===== config.mk =====
export PLATFORM = sky130hd
export DESIGN_NAME = bcd_serial_add_ctrl
export DESIGN_NICKNAME = d
export VERILOG_FILES = /design/src/rtl/bcd_serial_add_ctrl.sv
export SDC_FILE = /design/constraint.sdc
export NUM_CORES = 1
export LEC_CHECK = 0
export CAP_MARGIN = 20
export CORE_MARGIN = 10
export CORE_UTILIZATION = 35
export DETAILED_ROUTE_END_ITERATION = 8
export DONT_BUFFER_PORTS = 1
export GPL_ROUTABILITY_DRIVEN = 0
export GPL_TIMING_DRIVEN = 0
export REMOVE_ABC_BUFFERS = 1
export SETUP_SLACK_MARGIN = 0.2
export SYNTH_ARGS = -nofsm -noshare
export SYNTH_HDL_FRONTEND = slang
export SYNTH_SLANG_ARGS = --single-unit

===== constraint.sdc =====
create_clock -name clk -period 1.55 [get_ports clk]
set_input_delay 0.31 -clock clk [delete_from_list [all_inputs] [get_ports clk]]
set_output_delay 0.31 -clock clk [all_outputs]
set_load 0.05 [all_outputs]

===== src/rtl/bcd_serial_add_ctrl.sv =====
// Digit-serial sequencer for a single-digit BCD adder: issues one operand digit per
// clock, LSD first, rippling the carry through a register between digits.
module bcd_serial_add_ctrl #(
    parameter int unsigned DIGITS = 4
) (
    input  logic                  clk,
    input  logic                  rst,
    input  logic                  start,
    input  logic [4*DIGITS-1:0]   op_a,
    input  logic [4*DIGITS-1:0]   op_b,
    input  logic                  cin,
    output logic [3:0]            dig_a,
    output logic [3:0]            dig_b,
    output logic                  dig_cin,
    input  logic [3:0]            dig_sum,
    input  logic                  dig_carry,
    output logic                  busy,
    output logic                  done,
    output logic [4*DIGITS-1:0]   sum,
    output logic                  cout,
    output logic                  err
);

    localparam int unsigned W  = 4 * DIGITS;
    localparam int unsigned IW = (DIGITS > 1) ? $clog2(DIGITS) : 1;

    typedef enum logic [1:0] {
        IDLE,
        RUN,
        DONE
    } state_t;

    state_t          state_q, state_d;
    logic [W-1:0]    a_q, a_d;
    logic [W-1:0]    b_q, b_d;
    logic [W-1:0]    sum_q, sum_d;
    logic [IW-1:0]   idx_q, idx_d;
    logic            carry_q, carry_d;
    logic            cout_q, cout_d;
    logic            err_q, err_d;
    logic            bad_nibble;
    logic            last_digit;

    always_comb begin
        bad_nibble = 1'b0;
        for (int unsigned i = 0; i < DIGITS; i++) begin
            if (op_a[4*i +: 4] > 4'd9 || op_b[4*i +: 4] > 4'd9) begin
                bad_nibble = 1'b1;
            end
        end
    end

    assign last_digit = (idx_q == IW'(DIGITS - 1));

    // State register
    always_ff @(posedge clk) begin
        if (rst) begin
            state_q <= IDLE;
        end else begin
            state_q <= state_d;
        end
    end

    // Next-state logic
    always_comb begin
        state_d = state_q;
        case (state_q)
            IDLE: begin
                if (start) begin
                    state_d = bad_nibble ? DONE : RUN;
                end
            end
            RUN: begin
                if (last_digit) begin
                    state_d = DONE;
                end
            end
            DONE:    state_d = IDLE;
            default: state_d = IDLE;
        endcase
    end

    // Outputs: the adder is driven only while running; the digit mux uses constant selects
    always_comb begin
        busy    = 1'b0;
        done    = 1'b0;
        dig_a   = '0;
        dig_b   = '0;
        dig_cin = 1'b0;
        case (state_q)
            RUN: begin
                busy    = 1'b1;
                dig_cin = carry_q;
                for (int unsigned i = 0; i < DIGITS; i++) begin
                    if (idx_q == IW'(i)) begin
                        dig_a = a_q[4*i +: 4];
                        dig_b = b_q[4*i +: 4];
                    end
                end
            end
            DONE:    done = 1'b1;
            default: ;
        endcase
    end

    // Datapath next-state
    always_comb begin
        a_d     = a_q;
        b_d     = b_q;
        sum_d   = sum_q;
        idx_d   = idx_q;
        carry_d = carry_q;
        cout_d  = cout_q;
        err_d   = err_q;
        case (state_q)
            IDLE: begin
                if (start) begin
                    a_d     = op_a;
                    b_d     = op_b;
                    carry_d = cin;
                    sum_d   = '0;
                    cout_d  = 1'b0;
                    err_d   = bad_nibble;
                    idx_d   = '0;
                end
            end
            RUN: begin
                carry_d = dig_carry;
                for (int unsigned i = 0; i < DIGITS; i++) begin
                    if (idx_q == IW'(i)) begin
                        sum_d[4*i +: 4] = dig_sum;
                    end
                end
                if (last_digit) begin
                    cout_d = dig_carry;
                end else begin
                    idx_d = idx_q + 1'b1;
                end
            end
            default: ;
        endcase
    end

    always_ff @(posedge clk) begin
        if (rst) begin
            a_q     <= '0;
            b_q     <= '0;
            sum_q   <= '0;
            idx_q   <= '0;
            carry_q <= 1'b0;
            cout_q  <= 1'b0;
            err_q   <= 1'b0;
        end else begin
            a_q     <= a_d;
            b_q     <= b_d;
            sum_q   <= sum_d;
            idx_q   <= idx_d;
            carry_q <= carry_d;
            cout_q  <= cout_d;
            err_q   <= err_d;
        end
    end

    assign sum  = sum_q;
    assign cout = cout_q;
    assign err  = err_q;

endmodule


Word-level counts from Yosys, hierarchy flattened
Index checks and enable logic that the tools add are counted.
{"block": "op_classes", "add_sub_neg": 1, "n_eq_ne": 11, "n_lt_le_gt_ge": 8, "n_mux": 35, "reduce_logical": 15}
{"op": "$mux W4", "n": 14}
{"op": "$gt A4 B4 Y1 const B", "n": 8}
{"op": "$pmux W16 S2", "n": 1}
{"op": "$mux W16", "n": 1}
{"op": "$reduce_and A3 Y1", "n": 5}
{"op": "$ne A2 B2 Y1 const B", "n": 6}
{"op": "$mux W1", "n": 10}
{"op": "$mux W2", "n": 5}
{"op": "$pmux W2 S2", "n": 2}
{"op": "$eq A2 B2 Y1 const B", "n": 3}
{"op": "$reduce_and A2 Y1", "n": 3}
{"op": "$eq A2 B1 Y1 const B", "n": 2}
{"op": "$logic_not A2 Y1", "n": 2}
{"op": "$logic_or A1 B1 Y1", "n": 4}
{"op": "$pmux W1 S2", "n": 2}
{"op": "$add A2 B1 Y2 const B", "n": 1}
{"op": "$reduce_bool A2 Y1", "n": 1}
{"block": "word_totals", "regBits": 55, "output_inout_bits": 29, "word_cells": 81, "inputBits": 41}

Logic depth before layout (Yosys ltp)
Gate-level depths: netlist (run 1).
{"block": "logic_depth", "depth_word": 9, "mapped_depth": 7}

Worst setup path before layout (run 1)
OpenSTA, ideal clock, no wires.
{"block": "synth_path", "path_kind": "reg2out", "startpoint": "reg idx_q[1]", "endpoint": "out dig_a[1]", "arrival_ps": 2188, "slack_ps": -948, "path_stages_with_launch": 8, "n_path_buf": 1, "path_cell_list": "dfxtp_1 > inv_1 > ha_1 > clkbuf_1 > nand3b_1 > a21oi_1 > a21oi_1 > o21ai_0"}
{"block": "synth_between", "elab_chain_len": 6, "word_cells_on_any_way": 9, "classes_between": "3 x eq/ne; 5 x mux; 1 x reduce/logical"}
{"element": "start, declared", "line": "37", "text": "logic [IW-1:0] idx_q, idx_d;"}
{"element": "start signal, assigned", "line": "157", "text": "idx_q <= idx_d;"}
{"element": "$logic_not A2 Y1", "line": "95", "text": "if (idx_q == IW'(i)) begin"}
{"element": "$mux W4 (3 in series)", "line": "95"}
{"element": "$mux W4 (*)", "line": "95"}
{"element": "$mux W4 (*)", "line": "90", "text": "case (state_q)"}
{"element": "end, declared", "line": "12", "text": "output logic [3:0] dig_a,"}
Every way passes the cells marked *; elsewhere a longest branch is shown, timed or not.

Final worst setup path (run 1)
{"block": "layout_path", "startpoint": "reg idx_q[1]", "endpoint": "out dig_a[3]"}
Same word-level chain as after synthesis.

==> results.txt, run 1 <==
The flow ran to the end, but the final reports show violations. The final reports fail on setup timing. The type of destination of the critical path is an output port. The clock transition time at the flip-flop clock pins of the worst setup and hold paths is 110 ps, and the port buffer count is 0. The class of the worst hold path was input port to register. The tree is rooted in a sky130_fd_sc_hd__clkbuf_8. For the worst setup path, the data arrival time is 1790 ps. The total placed cells including tap cells was 359. TritonCTS built the clock tree. Walking the worst path, the cells encountered are inv_4 -> ha_4 -> buf_6 -> nand3b_1 -> a21oi_1 -> a21oi_1 -> o21ai_4.

In this run the cell area of the synthesized design comes to 0.00235 mm². Fill cells in the final layout number 559. The number of antenna diodes in the final layout is 0. The first-pass GRT wire length came out at 12,000 µm.

The sequential element share of the synthesized area was 0.469; the average instance area after synthesis was 7.74 µm². The top cell types in the final layout, fill and taps aside, are 53 x sky130_fd_sc_hd__nand2_1, 49 x sky130_fd_sc_hd__dfxtp_1, 37 x sky130_fd_sc_hd__a21oi_2. Total detailed-routing wirelength: 8680 µm.

The library cell used most frequently in the layout, excluding fill and tap cells, is sky130_fd_sc_hd__nand2_1. Measured along the y axis, the die boundary spans 102 µm. For the number of global-route vias before repair, the log shows 2,164. The run gives 0 as the max-slew violation total from the final report. Hold repair after CTS inserted 0 buffers.

Max-cap violations in this run came to 0. Excluding fillers, the count of instances in the completed layout stands at 409. The number of buffers created by CTS was 5. The detail route stage leaves a number of antenna-violating nets equal to 0. In the routed layout, each cell is associated on average with a via count of 5.73. For the pin with the worst max-slew slack, the measured transition is 547 ps.

The run gives 4 as the number of search-and-repair iterations in the first detailed-routing pass. From synthesis to final layout, the design area changed by 52.3%. The number of primary I/O pins was 70; the power per cell area was 782 mW/mm². The ratio of cells with drive above 1 in the final layout was 0.446.

The slowest stage of the critical path belongs to the cell sky130_fd_sc_hd__dfxtp_2. The worst setup slack after layout was -551 ps; the number of failing hold endpoints at the final stage was 0. The mean routed wirelength per cell came out at 21.2 µm. The design draws 2.79 mW.

The synthesis warning total is 0. Clock skew on the completed layout was measured at 6.28 ps. The run gives 0.0104 mm² as the die area.

The library cell appearing most often on the critical path was sky130_fd_sc_hd__a21oi_1. Final critical delay including setup and external delays: 2100 ps. In the routed design, unresolved DRC markers number 0. Number of antenna violations at the first check in global routing: 0. The worst setup path is of the register to output port kind. The tools report the number of clock sinks seen by CTS as 55.

The global routing usage summed across all routing layers was 0.148; the number of placement rows was 29. Nature of the critical path startpoint: a register. The peak fanout along the critical path works out to 6. For the worst-skew pair, the clock arrives at the later sink with an insertion delay of 320 ps. In this run the horizontal extent of the chip is 102 µm. In this run the deepest clock path goes through 2 buffers.

At the end of the flow, the number of nets in the layout was 376. The routed layout has 2,344 vias. The logs give 57 for the largest net degree at the start of global routing and 0.00642 mm² for the placeable core region. The run gives 40.5 ps as the worst hold slack after final layout.

Setup repair after global routing could not meet its margin everywhere. The distinct cell type count after synthesis came out at 27. The run gives 4730 µm as the sum of net half-perimeters after detailed placement.

The run gives 1240 ps as the endpoint required time on the critical path. The maximum resistive drop on vdd is 0.000398 V, and the delay of the slowest critical-path stage is 380 ps. The global-route congestion overflow total was 0.

Synthesis produced 303 cells. In this run the number of H-tree levels came out at 2. Setup violation total in the final timing report: 11. The initial core utilization was 0.365. The upper clock frequency limit was 476 MHz; the flip-flop and latch count after synthesis was 55.

The analysis attributes to cell leakage a power of 1.31 nW. The normalized max-slew margin is 0.635, and the number of DRC violations after detailed-routing iteration 0 is 98. The post-route clock period utilization works out to 1.36.
==> cells in the mapped netlist (all sizes together) <==
cell | n | area (µm²)
nand2b | 2 | 12.5
nor2 | 24 | 92.6
and2 | 1 | 6.26
inv | 3 | 11.3
o31ai | 1 | 7.51
a211oi | 1 | 7.51
nor2b | 1 | 6.26
o31a | 1 | 8.76
and3b | 1 | 8.76
dfxtp | 55 | 1100
o21ai | 16 | 80.1
nand3 | 12 | 60.1
nand2 | 75 | 282
clkbuf | 12 | 45.0
a22oi | 6 | 45.0
ha | 4 | 50.1
nor3b | 1 | 12.5
a32oi | 12 | 105
buf | 11 | 61.3
a21oi | 54 | 270
nand4 | 2 | 12.5
nand3b | 8 | 60.1
==> critical path, delay by kind of cell (launching register included) <==
family                   cells  cell delay, ps
buffers and inverters        2             170
adder cells (fa/ha/maj)      1             170
AO/OA/AOI/OAI                3             610
AND/OR/NAND/NOR              1             150
flip-flops                   1             380
==> sequential cells by signal, summed over array words and instances, names as in the netlist <==
register	flops
a_q	16
b_q	16
sum	16
idx_q	2
state_q	2
carry_q	1
cout	1
err	1
==> what timing repair did <==
action | CTS | global route
cloned | 4 | 3
resized for setup | 67 | 100
endpoints found under the setup margin | 65 | 58
buffers inserted | 13 | 22
pin swaps | 14 | 26
==> report_power, final <==
part | total (mW) | switching (mW) | internal [mW]
Combinational | 0.421 | 0.217 | 0.203
Clock | 0.862 | 0.528 | 0.334
Sequential | 1.51 | 0.0428 | 1.47
==> per-stage QoR <==
step | TNS [ps] | setup slack [ps] | area [µm²] | util
CTS | -4300 | -536 | 2890 | 0.451
global placement | -72280 | -1680 | 2340 | 0.364
global route | -4970 | -595 | 3570 | 0.556
detailed placement | -17860 | -1310 | 2380 | 0.371
floorplan | -27250 | -1110 | 2240 | -
finish | -4430 | -551 | 3570 | 0.556
==> cells by family (layout without fill, tap and decap cells) <==
family                     after synthesis  count (layout)  synth area share
AOI/OAI and AO/OA                       91              91             0.223
adders and majority gates                4               4            0.0213
buffers and inverters                   26              53            0.0501
DFF                                     55              55             0.469
and+or+nand+nor                        127             129             0.236
==> layer usage <==
metal,part of all wire,GRT usage,wire [µm]
met5,0,0,0
met4,0.022,0.0456,191
met3,0.073,0.0499,637
met2,0.49,0.238,4230
met1,0.42,0.184,3620
==> worst paths after layout <==
kind / startpoint / to / cells after the start / slack [ps]
worst max-delay path: idx_q[1] / dig_a[3] / 7 / -550
worst min-delay path: rst / idx_q[0] / 1 / 40
worst max register to register: idx_q[1] / sum[14] / 7 / -30
worst min register to register: a_q[12] / a_q[12] / 2 / 460
==> cell type report <==
| type | instances | area, µm² | share of cell area |
|---|---|---|---|
| multi-input cells | 224 | 1710 | 0.478 |
| flip-flops and latches | 55 | 1120 | 0.312 |
| repair buffers | 39 | 477 | 0.133 |
| well taps | 77 | 96.3 | 0.0270 |
| clock buffers | 5 | 68.8 | 0.0193 |
| repair inverters | 3 | 48.8 | 0.0137 |
| inverters | 3 | 30.0 | 0.00841 |
| clock inverters | 3 | 26.3 | 0.00736 |
Note: power is estimated with default switching activity, not from simulation.
==> run 2, diff against run 1 <==
- CAP_MARGIN: 20 -> 10
- CORE_UTILIZATION: 35 -> 40
==> run 2 against run 1 <==
Effect of this change:
- the run still ends with setup timing left
- clock-buffer cell count unchanged
- core utilization up 7.6 points
- clock skew is 0.62 ps higher
- wire length decreased by 3.4%
- die area decreased by 10%
- worst setup slack worse by 35 ps
- non-clock buffer count down 7
- via count is 2.7% lower
- clock power shrank 3.4%
- sequential cell count is the same
- worst hold slack better by 8.4 ps
- critical endpoint is now dig_a[1]
- largest cell class unchanged
- highest routed layer unchanged
==> results.txt, run 2 (synthesis results as in run 1) <==
Power per cell area: 779 mW/mm². The checks that failed: setup timing. The run gives 0 as the max-slew violation total from the final report. The class of the worst hold path is input port to register. The flow ran to the end, but the final reports show violations. The floorplan step defined a die boundary enclosing 0.00933 mm². The clock reaches the later pin of the worst-skew pair after 320 ps. The number of failing hold endpoints at the final stage was 0. The transition time at the pin with the least slew margin was 546 ps. Number of inserted filler cells in the final layout: 459. The number of placement rows came out at 27. The nature of the critical path startpoint is a register. Counting every sink on the clock net gives 55. The first detailed-routing pass ran for 4 iterations. In this run the worst path has a maximum fanout of 5.

The count of nets left with antenna violations once routing finished came out at 0. For the initial core utilization, the log shows 0.418. Setup repair after global routing could not meet its margin everywhere. Post-route clock period utilization: 1.38. Using the TritonRoute via totals, the vias-per-cell ratio works out to 5.74.

Data arrives at the worst endpoint at 1830 ps. The analysis attributes to cell leakage a power of 1.27 nW. The run gives -190 ps as the register-to-register setup slack.

Dividing the detail-routed wire length by the instance count gives 21.1 µm. Clock tree synthesis inserted a total of 5 buffers. The floorplan step defined a core boundary enclosing 0.00561 mm². The first global-routing pass estimated 11,400 µm of wire. The sum of net half-perimeters after detailed placement is 4400 µm. The placed cell area came out at 0.00235 mm². The worst-case IR drop observed on VDD is 0.000483 V.

The final-stage net count was 369. In this run, post-CTS hold repair placed 0 buffers. The logic depth of the worst register-to-register path works out to 9. Across the run, the number of max-cap violations was 0.

The worst setup slack after layout was -586 ps; the setup violation total in the final timing report was 14. The endpoint of the worst-slack reg-to-reg timing path is sum[13]. In this run the most critical hold path is launched from rst. In this run the number of H-tree levels came out at 2. With fillers left out, the area of the finished cells amounts to 0.00355 mm². For this run the aggregate overflow at the end of global routing stands at 0. The leading cell type in the layout, fill and taps excluded was sky130_fd_sc_hd__dfxtp_1. Port buffering added 0 buffers. In the layout the commonest cells are 49 x sky130_fd_sc_hd__dfxtp_1, 44 x sky130_fd_sc_hd__a21oi_2, 42 x sky130_fd_sc_hd__nand2_1. TritonCTS built the clock tree. The vertical die dimension works out to 96.6 µm. For the normalized max-slew margin, the log shows 0.636. The worst setup path is captured at an output port. The number of stages on the worst hold path was 1.

The number of DRC violations after detailed-routing iteration 0 is 142. The buffer cell driving the clock tree root was sky130_fd_sc_hd__clkbuf_8. In this run the horizontal extent of the chip is 96.6 µm.

Largest net degree at the start of global routing: 57. The number of primary I/O pins is 70, and the ratio of cells with drive above 1 in the final layout is 0.492. The logs give 0.160 for the global routing usage summed across all routing layers and 2 for the buffer depth of the longest clock path.

The number of global-route vias before repair is 2,059, and the final critical delay including setup and external delays is 2140 ps. The tools report the post-placement setup slack as -1280 ps. Clock transition time at the flip-flop clock pins of the worst setup and hold paths: 100 ps. The final layout contains routed wiring with a total length of 8380 µm.

Across all layers, the routed design uses 2,280 vias. At the worst endpoint, the required time is 1240 ps. The number of antenna violations at the first check in global routing is 0. Total inserted antenna cells: 0. The worst register-to-register path begins at idx_q[1]. By startpoint and endpoint, the worst setup path is classified as register to output port. Derived from the worst setup path, the maximum achievable clock frequency is 468 MHz.

In the routed design, unresolved DRC markers number 0. The worst-case clock skew was 6.90 ps; the synthesis-to-layout area growth was 51.2%. For hold timing, the worst endpoint is b_q[5].
run 2: cell types whose count changed in the layout (fill, tap and decap cells not counted), sizes merged:
cell,change
buf,-7
clkinv,-2
clkinvlp,+1
nand2,+1
run 2: metrics by stage:
step	setup TNS [ps]	power [mW]	hold WS [ps]	utilization	cells
2_1_floorplan	-27250	1.68	379	-	280
6_report	-5380	2.76	48.9	0.633	397
4_1_cts	-4450	2.62	27.8	0.526	385
3_3_place_gp	-73990	1.73	387	0.415	352
3_5_place_dp	-24450	1.74	387	0.419	353
5_1_grt	-6370	2.88	37.7	0.633	397
run 2: repair_timing:
action                                  in CTS  in global routing
pin swaps                                   21                 61
setup buffers                               19                  9
endpoints found under the setup margin      66                 65
gates cloned                                 5                  3
gates resized for setup                     78                117
run 2: final cells by class:
class                      count  area (µm²)  share of cell area
multi-input combinational    225        1800               0.507
sequential                    55        1120               0.315
timing repair buffer          32         393               0.111
tap                           72        90.1              0.0254
clock buffer                   5        68.8              0.0194
inverter                       3        30.0             0.00847
clock inverter                 3        25.0             0.00705
timing repair inverter         2        22.5             0.00635
run 2: worst max path at each step:
stage,start,to,slack (ps),cells past startpoint
global placement,state_q[0],dig_a[1],-1660,4
detailed placement,state_q[0],dig_b[3],-1280,4
CTS,idx_q[1],dig_a[1],-570,7
finish,idx_q[1],dig_a[1],-590,7
floorplan,state_q[1],dig_a[1],-1110,4
global route,idx_q[1],dig_b[2],-640,7
run 2: power breakdown:
part / total (mW) / switching [mW] / internal, mW
clock network: 0.833 / 0.509 / 0.324
logic: 0.422 / 0.228 / 0.194
registers: 1.51 / 0.0433 / 1.47
total: 2.76 / 0.780 / 1.98
run 2: routing by layer:
metal,vias up,routed length (µm),track usage
li1,1090,-,-
met1,1107,3350,0.199
met2,73,4100,0.250
met3,10,764,0.0532
met4,0,167,0.0617
met5,-,0,0
run 2: critical path, stage by stage (launching register included):
cell	delay, ps
sky130_fd_sc_hd__dfxtp_4	380
sky130_fd_sc_hd__inv_4	50
sky130_fd_sc_hd__ha_4	170
sky130_fd_sc_hd__buf_12	130
sky130_fd_sc_hd__nand3b_1	180
sky130_fd_sc_hd__a21oi_2	170
sky130_fd_sc_hd__a21oi_2	60
sky130_fd_sc_hd__o21ai_4	360
